### src/rtl/cnn_seq_pkg.sv
// Shared definitions for the CNN layer sequencer: FSM encoding, accelerator
// register map, descriptor field layout and the per-layer weight address step.
package cnn_seq_pkg;

  typedef logic [3:0] seq_state_t;

  localparam seq_state_t S_IDLE    = 4'd0;
  localparam seq_state_t S_WR_BASE = 4'd1;
  localparam seq_state_t S_WR_CFG  = 4'd2;
  localparam seq_state_t S_WR_ST1  = 4'd3;
  localparam seq_state_t S_WR_ST0  = 4'd4;
  localparam seq_state_t S_WAIT    = 4'd5;
  localparam seq_state_t S_ADV     = 4'd6;
  localparam seq_state_t S_FIN     = 4'd7;
  localparam seq_state_t S_ERR     = 4'd8;

  localparam int REG_BASE_ADDRESS = 0;
  localparam int REG_LAYER_CONFIG = 1;
  localparam int REG_LAYER_START  = 2;

  // Descriptor word is {is_conv3x3, bias_shift[4:0], act_shift[2:0]}
  localparam int DESC_W        = 9;
  localparam int DESC_ACT_LSB  = 0;
  localparam int DESC_ACT_W    = 3;
  localparam int DESC_BIAS_LSB = 3;
  localparam int DESC_BIAS_W   = 5;
  localparam int DESC_CONV_BIT = 8;

  function automatic int weight_step(input int t_in, input int t_out, input int n_words);
    return (t_in * t_out * 9) / n_words;
  endfunction

endpackage

### src/rtl/cnn_seq_desc_ram.sv
// Layer descriptor table: register file with one synchronous write port and
// one combinational read port. Contents are deliberately not reset.
module cnn_seq_desc_ram
  import cnn_seq_pkg::*;
#(
  parameter int DEPTH = 8,
  parameter int W_IDX = 3
) (
  input  logic              clk,
  input  logic              we,
  input  logic [W_IDX-1:0]  waddr,
  input  logic [DESC_W-1:0] wdata,
  input  logic [W_IDX-1:0]  raddr,
  output logic [DESC_W-1:0] rdata
);

  logic [DESC_W-1:0] mem_q [DEPTH];
  logic [DESC_W-1:0] mem_d [DEPTH];

  always_comb begin
    mem_d = mem_q;
    if (we) mem_d[waddr] = wdata;
  end

  always_ff @(posedge clk) begin
    mem_q <= mem_d;
  end

  assign rdata = mem_q[raddr];

endmodule

### src/rtl/cnn_layer_sequencer.sv
// Descriptor-driven layer sequencer: programs the accelerator register port for
// each layer, waits for layer_done and steps the weight/param base addresses.
module cnn_layer_sequencer
  import cnn_seq_pkg::*;
#(
  parameter int N_LAYER_MAX    = 8,
  parameter int W_LIDX         = $clog2(N_LAYER_MAX),
  parameter int Ti             = 16,
  parameter int To             = 16,
  parameter int N              = 16,
  parameter int W_BASE_W       = 20,
  parameter int W_BASE_P       = 12,
  parameter int W_RADDR        = 2,
  parameter int TIMEOUT_CYCLES = 1000000,
  parameter int W_TO           = 24
) (
  input  logic                HCLK,
  input  logic                HRESETn,
  input  logic                cfg_we,
  input  logic [W_LIDX-1:0]   cfg_idx,
  input  logic [8:0]          cfg_wdata,
  input  logic [W_LIDX:0]     cfg_n_layers,
  input  logic [W_BASE_W-1:0] cfg_base_weight,
  input  logic [W_BASE_P-1:0] cfg_base_param,
  input  logic                start,
  input  logic                abort,
  output logic                reg_req,
  output logic [W_RADDR-1:0]  reg_addr,
  output logic [31:0]         reg_wdata,
  input  logic                reg_ack,
  input  logic                layer_done,
  output logic                busy,
  output logic [W_LIDX-1:0]   cur_layer,
  output logic                seq_done,
  output logic                error
);

  localparam logic [W_BASE_W-1:0] W_STEP_CONV  = W_BASE_W'(weight_step(Ti, To, N));
  localparam logic [W_BASE_W-1:0] W_STEP_OTHER = W_BASE_W'(To);
  localparam logic [W_BASE_P-1:0] P_STEP       = W_BASE_P'(To);
  localparam logic [W_LIDX:0]     N_MAX_L      = (W_LIDX+1)'(N_LAYER_MAX);
  localparam logic [W_LIDX:0]     ONE_L        = (W_LIDX+1)'(1);
  localparam logic [W_TO-1:0]     TO_LAST      = W_TO'(TIMEOUT_CYCLES - 1);
  localparam logic [W_TO-1:0]     TO_ONE       = W_TO'(1);

  seq_state_t          state_q, state_d;
  logic                req_q, req_d;
  logic [W_LIDX-1:0]   cur_q, cur_d;
  logic [W_LIDX:0]     n_layers_q, n_layers_d;
  logic [W_BASE_W-1:0] wbase_q, wbase_d;
  logic [W_BASE_P-1:0] pbase_q, pbase_d;
  logic [W_TO-1:0]     to_cnt_q, to_cnt_d;
  logic                err_q, err_d;

  logic [DESC_W-1:0]   desc;
  logic                is_first, is_last, is_conv;
  logic [15:0]         cfg_word;

  cnn_seq_desc_ram #(
    .DEPTH (N_LAYER_MAX),
    .W_IDX (W_LIDX)
  ) u_desc_ram (
    .clk   (HCLK),
    .we    (cfg_we & ~busy),
    .waddr (cfg_idx),
    .wdata (cfg_wdata),
    .raddr (cur_q),
    .rdata (desc)
  );

  assign is_first = (cur_q == '0);
  assign is_last  = ({1'b0, cur_q} == (n_layers_q - ONE_L));
  assign is_conv  = desc[DESC_CONV_BIT];
  assign cfg_word = {desc[DESC_ACT_LSB +: DESC_ACT_W], desc[DESC_BIAS_LSB +: DESC_BIAS_W],
                     4'(cur_q), is_last, is_conv, is_last, is_first};

  // Request is raised one cycle after entering a write state, so every ack is
  // followed by at least one idle cycle on reg_req before the next write.
  always_comb begin
    state_d    = state_q;
    req_d      = req_q;
    cur_d      = cur_q;
    n_layers_d = n_layers_q;
    wbase_d    = wbase_q;
    pbase_d    = pbase_q;
    to_cnt_d   = to_cnt_q;
    err_d      = err_q;

    case (state_q)
      S_IDLE: begin
        if (start && !abort) begin
          err_d      = 1'b0;
          wbase_d    = cfg_base_weight;
          pbase_d    = cfg_base_param;
          cur_d      = '0;
          n_layers_d = cfg_n_layers;
          if (cfg_n_layers == '0) begin
            state_d = S_FIN;
          end else if (cfg_n_layers > N_MAX_L) begin
            state_d = S_ERR;
            err_d   = 1'b1;
          end else begin
            state_d = S_WR_BASE;
          end
        end
      end
      S_WR_BASE, S_WR_CFG, S_WR_ST1, S_WR_ST0: begin
        if (req_q && reg_ack) begin
          req_d = 1'b0;
          case (state_q)
            S_WR_BASE: state_d = S_WR_CFG;
            S_WR_CFG:  state_d = S_WR_ST1;
            S_WR_ST1:  state_d = S_WR_ST0;
            default: begin
              state_d  = S_WAIT;
              to_cnt_d = '0;
            end
          endcase
        end else begin
          req_d = 1'b1;
        end
      end
      S_WAIT: begin
        to_cnt_d = to_cnt_q + TO_ONE;
        if (layer_done) begin
          state_d = S_ADV;
        end else if ((TIMEOUT_CYCLES != 0) && (to_cnt_q == TO_LAST)) begin
          state_d = S_ERR;
          err_d   = 1'b1;
        end
      end
      S_ADV: begin
        wbase_d = wbase_q + (is_conv ? W_STEP_CONV : W_STEP_OTHER);
        pbase_d = pbase_q + P_STEP;
        if (is_last) begin
          state_d = S_FIN;
        end else begin
          cur_d   = cur_q + 1'b1;
          state_d = S_WR_BASE;
        end
      end
      default: state_d = S_IDLE;
    endcase

    // Abort overrides any handshake or done event seen in the same cycle
    if (abort && (state_q != S_IDLE)) begin
      state_d = S_IDLE;
      req_d   = 1'b0;
      err_d   = err_q;
    end
  end

  always_ff @(posedge HCLK) begin
    if (!HRESETn) begin
      state_q    <= S_IDLE;
      req_q      <= 1'b0;
      cur_q      <= '0;
      n_layers_q <= '0;
      wbase_q    <= '0;
      pbase_q    <= '0;
      to_cnt_q   <= '0;
      err_q      <= 1'b0;
    end else begin
      state_q    <= state_d;
      req_q      <= req_d;
      cur_q      <= cur_d;
      n_layers_q <= n_layers_d;
      wbase_q    <= wbase_d;
      pbase_q    <= pbase_d;
      to_cnt_q   <= to_cnt_d;
      err_q      <= err_d;
    end
  end

  always_comb begin
    reg_addr  = '0;
    reg_wdata = '0;
    case (state_q)
      S_WR_BASE: begin
        reg_addr  = W_RADDR'(REG_BASE_ADDRESS);
        reg_wdata = 32'({pbase_q, wbase_q});
      end
      S_WR_CFG: begin
        reg_addr  = W_RADDR'(REG_LAYER_CONFIG);
        reg_wdata = {16'h0000, cfg_word};
      end
      S_WR_ST1: begin
        reg_addr  = W_RADDR'(REG_LAYER_START);
        reg_wdata = 32'd1;
      end
      S_WR_ST0: begin
        reg_addr  = W_RADDR'(REG_LAYER_START);
        reg_wdata = 32'd0;
      end
      default: ;
    endcase
  end

  assign reg_req   = req_q;
  assign busy      = (state_q != S_IDLE) && (state_q != S_FIN);
  assign seq_done  = (state_q == S_FIN);
  assign error     = err_q;
  assign cur_layer = cur_q;

endmodule

### config.mk
export PLATFORM = sky130hd
export DESIGN_NAME = cnn_layer_sequencer
export DESIGN_NICKNAME = d
export VERILOG_FILES = /design/src/rtl/cnn_seq_pkg.sv /design/src/rtl/cnn_seq_desc_ram.sv /design/src/rtl/cnn_layer_sequencer.sv
export SDC_FILE = /design/constraint.sdc
export NUM_CORES = 1
export LEC_CHECK = 0
export CAP_MARGIN = 0
export CORE_MARGIN = 1.5
export CORE_UTILIZATION = 63
export CTS_CLUSTER_SIZE = 30
export DETAILED_ROUTE_END_ITERATION = 10
export DONT_BUFFER_PORTS = 1
export PLACE_DENSITY = 0.79
export SLEW_MARGIN = 0
export SYNTH_ARGS = -nofsm -noshare
export SYNTH_HDL_FRONTEND = slang
export SYNTH_SLANG_ARGS = --single-unit
export TNS_END_PERCENT = 20
### constraint.sdc
create_clock -name HCLK -period 3.9 [get_ports HCLK]
set_clock_uncertainty 0.05 [all_clocks]
set_input_delay 0.39 -clock HCLK [delete_from_list [all_inputs] [get_ports HCLK]]
set_output_delay 0.39 -clock HCLK [all_outputs]
set_load 0.02 [all_outputs]
## After elaboration in Yosys (flattened, before gate mapping)

Cells that the tools add are included.

- Register bits: 141
- Bits in latches: 0
- RAM bits: 0
- Bits in read-only memories: 0
- Word-level logic and storage cells: 106
- Output and inout port bits: 41
- Memories: 0

- Bitwise logic cells: 6
- Reductions and logical operators: 23
- Add/subtract/negate cells: 5
- $lt $le $gt $ge: 4
- Shifts and indexed selects: 0
- $mul: 0
- Equality and inequality tests: 17
- Div/mod/pow operators: 0
- Mux-type cells: 35

Operator list:

| kind | number |
|---|---|
| $pmux 32 s3 | 1 |
| $bwmux 72 | 1 |
| $mux 24 | 2 |
| $pmux 24 s2 | 1 |
| $pmux 20 s2 | 1 |
| $bmux 9 s3 | 1 |
| $demux 9 s3 | 1 |
| $mux 9 | 3 |
| $add 24x1->24 const B | 1 |
| $eq 24x20->1 const B | 1 |
| $mux 4 | 6 |
| $pmux 12 s2 | 1 |
| $add 20x8->20 | 1 |
| $mux 20 | 1 |
| $eq 4x3->1 const B | 4 |
| $pmux 4 s4 | 1 |
| $add 12x5->12 const B | 1 |
| $mux 12 | 1 |
| $ne 2x2->1 const B | 6 |
| $mux 3 | 3 |
| $pmux 3 s3 | 1 |
| $reduce_and 3->1 | 3 |
| $eq 4x2->1 const B | 2 |
| $ge 4x4->1 const B | 2 |
| 27 further kinds | 44 |

## Longest topological paths before layout

Gate-level depths: netlist (run 1).

- Depth after elaboration: 7
- Gate-level depth with buffers: 11

## By module

From an unflattened synthesis (run 1), not the netlist that was laid out.

- Cells, all modules: 608
- Area total of the unflattened synthesis: 6635.1 µm²

Modules (own cells, without submodules):

| module | cells each | area an instance (µm²) | times used | seq. area each (µm²) |
|---|---|---|---|---|
| cnn_layer_sequencer | 491 | 3796.1 | 1 | 1381.3 |
| cnn_seq_desc_ram | 117 | 2839.0 | 1 | 2162.1 |

## Worst setup path before layout (run 1)

OpenSTA, ideal clock, no wires.

- Path type: register to register
- Start: register cur_q[0], in the netlist cur_layer[0]
- End: register wbase_q[19]
- Cell stages (with the launch flop): 12
- Arrival time: 3022 ps
- Period minus slack after synthesis: 3146 ps
- Path buffers: 2
- Path slack: 754 ps
- Required time: 3776 ps
- Path through: dfxtp_1 > clkbuf_1 > buf_2 > mux4_2 > nand2_1 > nand2_1 > ha_1 > a41oi_1 > nor4_1 > nand2b_1 > or3_1 > a31oi_1

- Cells in the longest elaborated chain, start to end: 7

RTL lines:

| what | line | text |
|---|---|---|
| start: declaration | cnn_layer_sequencer.sv:48 | `logic [W_LIDX-1:0] cur_q, cur_d;` |
| start signal: assignment | cnn_layer_sequencer.sv:166 | `cur_q <= cur_d;` |
| $not 3->4 (implied by the code) | cnn_seq_desc_ram.sv:29 | `assign rdata = mem_q[raddr];` |
| $bmux 9 s3 | cnn_seq_desc_ram.sv:29 |  |
| $mux 9 (implied by the code) (2 in a row) | cnn_seq_desc_ram.sv:29 |  |
| $mux 8 | cnn_layer_sequencer.sv:133 | `wbase_d = wbase_q + (is_conv ? W_STEP_CONV : W_STEP_OTHER);` |
| $add 20x8->20 | cnn_layer_sequencer.sv:133 |  |
| $pmux 20 s2 | cnn_layer_sequencer.sv:89 | `case (state_q)` |
| end signal: assignment | cnn_layer_sequencer.sv:168 | `wbase_q <= wbase_d;` |
| end: declaration | cnn_layer_sequencer.sv:50 | `logic [W_BASE_W-1:0] wbase_q, wbase_d;` |

No other way between the ends. The select of a mux whose other input is x is not followed.
A chain may end at the register's enable or synchronous reset.

## Final worst setup path (run 1)

- Start: register state_q[1]
- End: output reg_wdata[10]

- Cells in the longest elaborated chain, start to end: 2
- Elaborated cells on any way between the ends: 4
- Those cells by class: eq/ne: 3; mux: 1

RTL lines:

| what | line | text |
|---|---|---|
| start: declaration | cnn_layer_sequencer.sv:46 | `seq_state_t state_q, state_d;` |
| start signal: assignment | cnn_layer_sequencer.sv:164 | `state_q <= state_d;` |
| $eq 4x2->1 or $eq 4x1->1 (tied branches) | cnn_layer_sequencer.sv:178 | `case (state_q)` |
| $pmux 32 s3 * | cnn_layer_sequencer.sv:178 |  |
| end: declaration | cnn_layer_sequencer.sv:29 | `output logic [31:0] reg_wdata,` |

Every way passes the cells marked *; elsewhere a longest branch is shown, timed or not.

==> results of run 1 <==
==> routing by layer <==
layer,global-route usage,routed length (um),vias up
li1,-,-,2414
met1,0.363,6550,2509
met2,0.509,8110,220
met3,0.0895,1220,44
met4,0.119,417,0
met5,0,0,-
==> logic make-up after synthesis <==
logic type	count (synthesis)
AO/OA/AOI/OAI	123
adder cells (fa/ha/maj)	7
buffers and inverters	51
XOR/XNOR	24
multiplexers	30
flip-flops	141
AND/OR/NAND/NOR	254
==> placed cells by master, fill, tap and decap left out, types with 5 or more instances in the layout <==
master                          count
sky130_fd_sc_hd__nor4_1             9
sky130_fd_sc_hd__nor2_1            50
sky130_fd_sc_hd__xor2_1            14
sky130_fd_sc_hd__and4_1             5
sky130_fd_sc_hd__inv_1             12
sky130_fd_sc_hd__clkbuf_16         16
sky130_fd_sc_hd__ha_1               7
sky130_fd_sc_hd__dlygate4sd3_1     40
sky130_fd_sc_hd__edfxtp_1          72
sky130_fd_sc_hd__or3_1              5
sky130_fd_sc_hd__a21oi_1           43
sky130_fd_sc_hd__and2_1            21
sky130_fd_sc_hd__mux4_2            18
sky130_fd_sc_hd__dfxtp_1           68
sky130_fd_sc_hd__o21ai_0           31
sky130_fd_sc_hd__mux2i_1            9
sky130_fd_sc_hd__buf_4             15
sky130_fd_sc_hd__nand2_1           73
sky130_fd_sc_hd__nand3_1           24
sky130_fd_sc_hd__clkinv_4           5
sky130_fd_sc_hd__and3_1            10
sky130_fd_sc_hd__nand4_1           13
sky130_fd_sc_hd__nor3_1            14
sky130_fd_sc_hd__xnor2_1           10
sky130_fd_sc_hd__nand2b_1           5
sky130_fd_sc_hd__a31oi_1            7
==> worst register-to-register path, cell delays in order, from the launching register on <==
cell and delay [ns]:
sky130_fd_sc_hd__dfxtp_1 0.56, sky130_fd_sc_hd__inv_1 0.39, sky130_fd_sc_hd__nand2_1 0.14, sky130_fd_sc_hd__nand2_1 0.10, sky130_fd_sc_hd__ha_1 0.34, sky130_fd_sc_hd__a41oi_1 0.20, sky130_fd_sc_hd__nor4_1 0.42, sky130_fd_sc_hd__nand2b_1 0.18
sky130_fd_sc_hd__or3_1 0.36, sky130_fd_sc_hd__a31oi_1 0.16
==> registers in the layout (all words and copies together), names as in the netlist <==
signal,count
pbase_q,12
n_layers_q,4
cur_layer,3
u_desc_ram.mem_q,72
error,1
state_q,4
to_cnt_q,24
reg_req,1
wbase_q,20
==> worst paths after layout <==
kind,from,to,cells past startpoint
max,state_q[1],reg_wdata[10],4
min,cfg_base_weight[6],wbase_q[6],2
max reg2reg,cur_layer[2],wbase_q[19],9
min reg2reg,pbase_q[3],pbase_q[3],2
==> timing repair <==
action,CTS,global route
hold endpoints to repair,106,1
hold buffers,39,1
setup endpoints to repair,0,0
setup buffers,0,0
==> metrics by stage <==
step / setup slack [ns] / cell area [sq um] / total power [mW] / utilization / std cells
2_1_floorplan: 0.754 / 6690 / 1.88 / - / 630
3_3_place_gp: 1.14 / 6810 / 1.93 / 0.660 / 742
3_5_place_dp: 0.994 / 6810 / 1.95 / 0.660 / 742
4_1_cts: 0.614 / 7780 / 3.54 / 0.754 / 813
5_1_grt: 0.365 / 7790 / 3.64 / 0.755 / 814
6_report: 0.587 / 7790 / 3.54 / 0.755 / 814
==> cell type report <==
cell class,instances,share of cell area
multi-input combinational,438,0.378
sequential,141,0.455
inverter,12,0.00578
clock buffer,17,0.0532
tap,136,0.0218
clock inverter,15,0.0209
timing repair buffer,55,0.0658
==> report_power, final <==
group          total [mW]  internal [mW]  leakage, nW  switching, mW
clock network        1.57          0.919        0.282          0.653
registers            1.67           1.61         1.21         0.0582
logic               0.297          0.117         1.20          0.180
==> run summary, run 1 <==
* result of the run: finished clean
* final number of max-transition violations: 0
* fraction of layout cells with a size suffix above 1: 0.121
* TritonCTS clock tree: yes
* total number of H-tree levels: 4
* Max IR drop VDD: 0.000391 V
* First DRT Iteration DRCs: 388
* Worst path top cell family by delay: simple AND/OR/NAND/NOR gates
* multiplexer share of the synthesized area: 0.0791
* number of standard cells after synthesis: 630
* CTS resizes: 0
* number of fill cells in the layout: 678
* worst-skew pair later-pin latency: 0.55 ns
* Final Cycle Share: 0.849
* post-detailed-placement half-perimeter wirelength: 10400 um
* max-slew headroom at the worst pin: 0.288
* Die Height: 106 um
* Synth Flop Type: sky130_fd_sc_hd__edfxtp_1
* Antenna Cells: 0
* power density relative to cell area: 454 mW/mm^2
* post-detailed-route count of antenna-violating nets: 0
* syn avg cell area: 10.6 sq um
* Slew @ Worst Pin: 1.07 ns
* Multi-input gate area: 0.00294 sq mm
* startpoint types: flop
* GR Overflow Total: 0
* post-synth top area cell: sky130_fd_sc_hd__edfxtp_1
* maximum number of pins on one net before global-route repair: 33
* Yosys cell types: 65
* final setup fails: 0
* number of cell rows: 37
* vias in the first global route: 5066
* Post-Route Hold Slack: 0.00961 ns
* Layout area overhead: 16.4%
* reported max-cap violation count: 0
* area of the core region: 0.0103 sq mm
* final worst path period need: 3.31 ns
* number of buffers added by the clock tree synthesis step: 17
* fraction of synthesized cell area taken by the top area cell type: 0.323
* required time of the critical path: 3.46 ns
* register bit total from synthesis: 141
* Total Routed Length: 16300 um
* EDFF count, synth: 72
* final sum of negative setup slack: 0 ns
* count of input and output buffers: 0
* post-synthesis net count: 692
* number of placed I/O pins: 96
* unrepaired setup endpoints after global routing: no
* kind of capture point of the worst setup path: primary output
* DRC viols: 0
* post-synthesis simple-gate area fraction: 0.202
* maximum buffer depth of the clock tree: 2
* count of yosys warnings during synthesis: 0
* Die X-Extent: 106 um
* kind of critical path: flop to primary output
* post-synthesis share of cell area spent on full adders, half adders and majority gates: 0.0131
* sequential cell area fraction in the yosys report: 0.529
* clock slew at reported path FFs: 0.06 ns
* wire length of the first global-routing pass: 25600 um
* final hold violation count: 0
* Max Fanout on Critical Path: 32
* synthesized-area fraction occupied by ao, oa, aoi and oai cells: 0.114
* Mapped Area: 0.00669 sq mm
* Starting Density: 0.648
* list of most frequent post-synthesis cells: 73 x sky130_fd_sc_hd__nand2_1, 72 x sky130_fd_sc_hd__edfxtp_1, 69 x sky130_fd_sc_hd__dfxtp_1
* initial antenna violation count: 0
* post-synthesis async set-or-reset flop share: 0
* final net count: 727
* Largest stage delay, worst path: 0.92 ns
* XOR/XNOR share of the synthesized area: 0.0314
* Tot GR Track Use: 0.301
* detailed-route via count: 5187
* number of iterations in the first detailed-routing pass: 5
* routed vias/inst: 6.37
* Sink Count: 141
* Die Outline Area: 0.0113 sq mm
* number of buffer and inverter stages on the critical path: 0
* dominant combinational cell family by area after synthesis: simple AND/OR/NAND/NOR gates
* sequential cell area: 0.00354 sq mm
* type of the most critical hold path: input pin to flop
* cell with the largest stage delay on the worst path: sky130_fd_sc_hd__and3_1
* routed wire length per instance: 20.0 um
* cells along the critical path: nor2_1 -> and3_1 -> nand2_1 -> o21ai_0
* setup slack of the most critical reg-to-reg path: 0.94 ns
* most used standard cell by instance count after synthesis: sky130_fd_sc_hd__nand2_1
* Arr. time, crit path: 2.87 ns
* CTS Root Buffer Type: sky130_fd_sc_hd__clkbuf_8
* Area contributors post-synth: sky130_fd_sc_hd__edfxtp_1 32%, sky130_fd_sc_hd__dfxtp_1 21%, sky130_fd_sc_hd__mux4_2 6.1%
* final weighted congestion of routability-driven global placement: 0.869
* Leak Pwr: 2.70 nW
* maximum clock frequency: 302 MHz
(Power assumes the default switching activity.)
==> run 2, diff against run 1 <==
- clock period: 3.9 -> 3.15 ns (I/O delays scaled with it)
==> run 2 against run 1 <==
  * Largest cell class unchanged
  * Core utilization grew 2.7 points
  * Highest routed layer unchanged
  * Worst hold slack gained 0.013 ns
  * Critical path type is now flop to flop
  * Die area stayed put
  * Routed wire length is 2.9% higher
==> run summary, run 2 (synthesis results as in run 1) <==
* critical register-to-register path startpoint: state_q[0], was cur_layer[2]
* post-detailed-placement half-perimeter wirelength: 10400 um, about the same
* Arr. time, crit path: 3.46 ns, was 2.87 ns
* Tot GR Track Use: 0.309, was 0.301
* post-detailed-route count of antenna-violating nets: 0, unchanged
* Total Routed Length: 16800 um, was 16300 um
* unrepaired setup endpoints after global routing: no, unchanged
* number of buffers added by the clock tree synthesis step: 17, unchanged
* number of cell rows: 37, unchanged
* max-slew headroom at the worst pin: 0.582, was 0.288
* final worst path period need: 3.03 ns
* power density relative to cell area: 533 mW/mm^2, was 454 mW/mm^2
* Worst setup startpoint: state_q[0], was state_q[1]
* total number of H-tree levels: 4, unchanged
* GR Overflow Total: 0, unchanged
* final sum of negative setup slack: 0 ns, unchanged
* end of the worst register-to-register path: pbase_q[9], was wbase_q[19]
* final weighted congestion of routability-driven global placement: 0.938, was 0.869
* Die X-Extent: 106 um, unchanged
* count of input and output buffers: 0, unchanged
* number of iterations in the first detailed-routing pass: 7, was 5
* type of the most critical hold path: input pin to flop, unchanged
* detailed-route via count: 5394, was 5187
* Post-Layout Inst Area: 0.00807 sq mm, was 0.00779 sq mm
* most used cells in the layout excluding fill and tap cells: 73 x sky130_fd_sc_hd__nand2_1, 72 x sky130_fd_sc_hd__edfxtp_1, 67 x sky130_fd_sc_hd__dfxtp_1, 58 x sky130_fd_sc_hd__dlygate4sd3_1, 50 x sky130_fd_sc_hd__nor2_1, was 73 x sky130_fd_sc_hd__nand2_1, 72 x sky130_fd_sc_hd__edfxtp_1, 68 x sky130_fd_sc_hd__dfxtp_1, 50 x sky130_fd_sc_hd__nor2_1, 43 x sky130_fd_sc_hd__a21oi_1
* Die Height: 106 um, unchanged
* routed vias/inst: 6.35, was 6.37
* Starting Density: 0.648, unchanged
* clock slew at reported path FFs: 0.06 ns, about the same
* final hold violation count: 0, unchanged
* vias in the first global route: 5198, was 5066
* Max IR drop VDD: 0.000450 V, was 0.000391 V
* kind of capture point of the worst setup path: flop, was primary output
* number of placed I/O pins: 96, unchanged
* wire length of the first global-routing pass: 26500 um, was 25600 um
* routed wire length per instance: 19.7 um, was 20.0 um
* Leak Pwr: 2.82 nW, was 2.70 nW
* Max Fanout on Critical Path: 16, was 32
* most common cell after layout, fill and taps aside: sky130_fd_sc_hd__nand2_1, unchanged
* final setup fails: 0, unchanged
* r2r worst-path depth: 8, was 9
* dpl cell area: 0.00694 sq mm, was 0.00681 sq mm
* area of the core region: 0.0103 sq mm, unchanged
* startpoint types: flop, unchanged
* final number of max-transition violations: 0, unchanged
* Antenna Cells: 0, unchanged
* setup slack of the most critical reg-to-reg path: 0.12 ns, was 0.94 ns
* required time of the critical path: 3.58 ns, was 3.46 ns
* CTS Root Buffer Type: sky130_fd_sc_hd__clkbuf_8, unchanged
* maximum buffer depth of the clock tree: 2, unchanged
* result of the run: finished clean, unchanged
* most flop-heavy register: u_desc_ram.mem_q, unchanged
* First DRT Iteration DRCs: 541, was 388
* Inst Count DP: 759, was 742
* Slew @ Worst Pin: 0.625 ns, was 1.07 ns
* Top Registers: u_desc_ram.mem_q (72), to_cnt_q (24), wbase_q (20), unchanged
* Sink Count: 141, unchanged
* TritonCTS clock tree: yes, unchanged
* fraction of layout cells with a size suffix above 1: 0.137, was 0.121
* kind of critical path: flop to flop, was flop to primary output
* worst-skew pair later-pin latency: 0.54 ns, was 0.55 ns
* number of post-CTS setup repair buffers: 0, unchanged
* initial antenna violation count: 0, unchanged
* Die Outline Area: 0.0113 sq mm, unchanged
* number of fill cells in the layout: 634, was 678
* Layout area overhead: 20.6%, was 16.4%
* maximum clock frequency: 330 MHz
* number of flip-flops in the largest register: 72, unchanged
* Final Non-Filler Cells: 849, was 814
* final net count: 762, was 727
* reported max-cap violation count: 0, unchanged
* crit path to: pbase_q[9], was reg_wdata[10]
* Final Cycle Share: 0.961
* maximum number of pins on one net before global-route repair: 33, unchanged
* DRC viols: 0, unchanged
## run 2: changes by cell type in the layout (fill, tap and decap cells not counted), moves of 2 or more
cell and delta:
sky130_fd_sc_hd__o21ai_0 -3, sky130_fd_sc_hd__buf_4 +17, sky130_fd_sc_hd__clkinv_1 +3, sky130_fd_sc_hd__clkinv_4 -2
sky130_fd_sc_hd__dlygate4sd3_1 +18, sky130_fd_sc_hd__o21ai_1 +3
## run 2: metal layers
metal / vias to the layer above / track usage / share of wire / wire length [um]
met5: - / 0 / 0 / 0
met4: 0 / 0.129 / 0.028 / 476
met3: 44 / 0.0797 / 0.072 / 1200
met2: 242 / 0.506 / 0.50 / 8310
met1: 2626 / 0.392 / 0.40 / 6780
li1: 2482 / - / - / -
## run 2: area by class of cell
type | count | area [sq um] | share of cell area
flip-flops and latches | 141 | 3550 | 0.439
multi-input cells | 438 | 2950 | 0.365
repair buffers | 90 | 821 | 0.102
clock buffers | 18 | 418 | 0.0518
well taps | 136 | 170 | 0.0211
clock inverters | 14 | 120 | 0.0149
inverters | 12 | 45.0 | 0.00558
## run 2: power by group
part | leakage (nW) | internal [mW] | switching (mW)
sequential | 1.21 | 2.00 | 0.0628
combinational | 1.35 | 0.176 | 0.246
clock | 0.258 | 1.05 | 0.776
total | 2.82 | 3.22 | 1.08
## run 2: worst min path at each step
stage               slack, ns                   end  cells after the start         start
floorplan                0.36   u_desc_ram.mem_q[0]                      0  cfg_wdata[0]
global placement         0.36  u_desc_ram.mem_q[10]                      0  cfg_wdata[1]
detailed placement       0.36   u_desc_ram.mem_q[2]                      0  cfg_wdata[2]
CTS                     0.006           to_cnt_q[0]                      2       HRESETn
global route             0.03            wbase_q[5]                      3         abort
finish                   0.02            wbase_q[5]                      3         abort
## run 2: stage by stage
| step | hold slack, ns | power [mW] | utilization | setup WS [ns] |
|---|---|---|---|---|
| after floorplan | 0.364 | 2.33 | - | 0.00396 |
| after global placement | 0.364 | 2.41 | 0.672 | 0.421 |
| after detailed placement | 0.364 | 2.43 | 0.672 | 0.326 |
| after CTS | 0.00627 | 4.30 | 0.781 | 0.0444 |
| after global routing | 0.0323 | 4.43 | 0.782 | 0.0230 |
| final | 0.0224 | 4.30 | 0.782 | 0.121 |
## run 2: what timing repair did
| item | 4_1_cts | 5_1_grt |
|---|---|---|
| hold buffers | 58 | 0 |
| resized for setup | 1 | 5 |
| endpoints found under the hold margin | 115 | 0 |
| endpoints found under the setup margin | 2 | 5 |
## run 2: worst max-delay path, stage by stage (launching register included)
cell	delay, ns
sky130_fd_sc_hd__dfxtp_1	0.44
sky130_fd_sc_hd__buf_4	0.25
sky130_fd_sc_hd__or4_4	0.55
sky130_fd_sc_hd__nor3_4	0.50
sky130_fd_sc_hd__buf_4	0.33
sky130_fd_sc_hd__nand2_1	0.09
sky130_fd_sc_hd__o21ai_0	0.08
sky130_fd_sc_hd__o21a_1	0.13
sky130_fd_sc_hd__dlygate4sd3_1	0.54
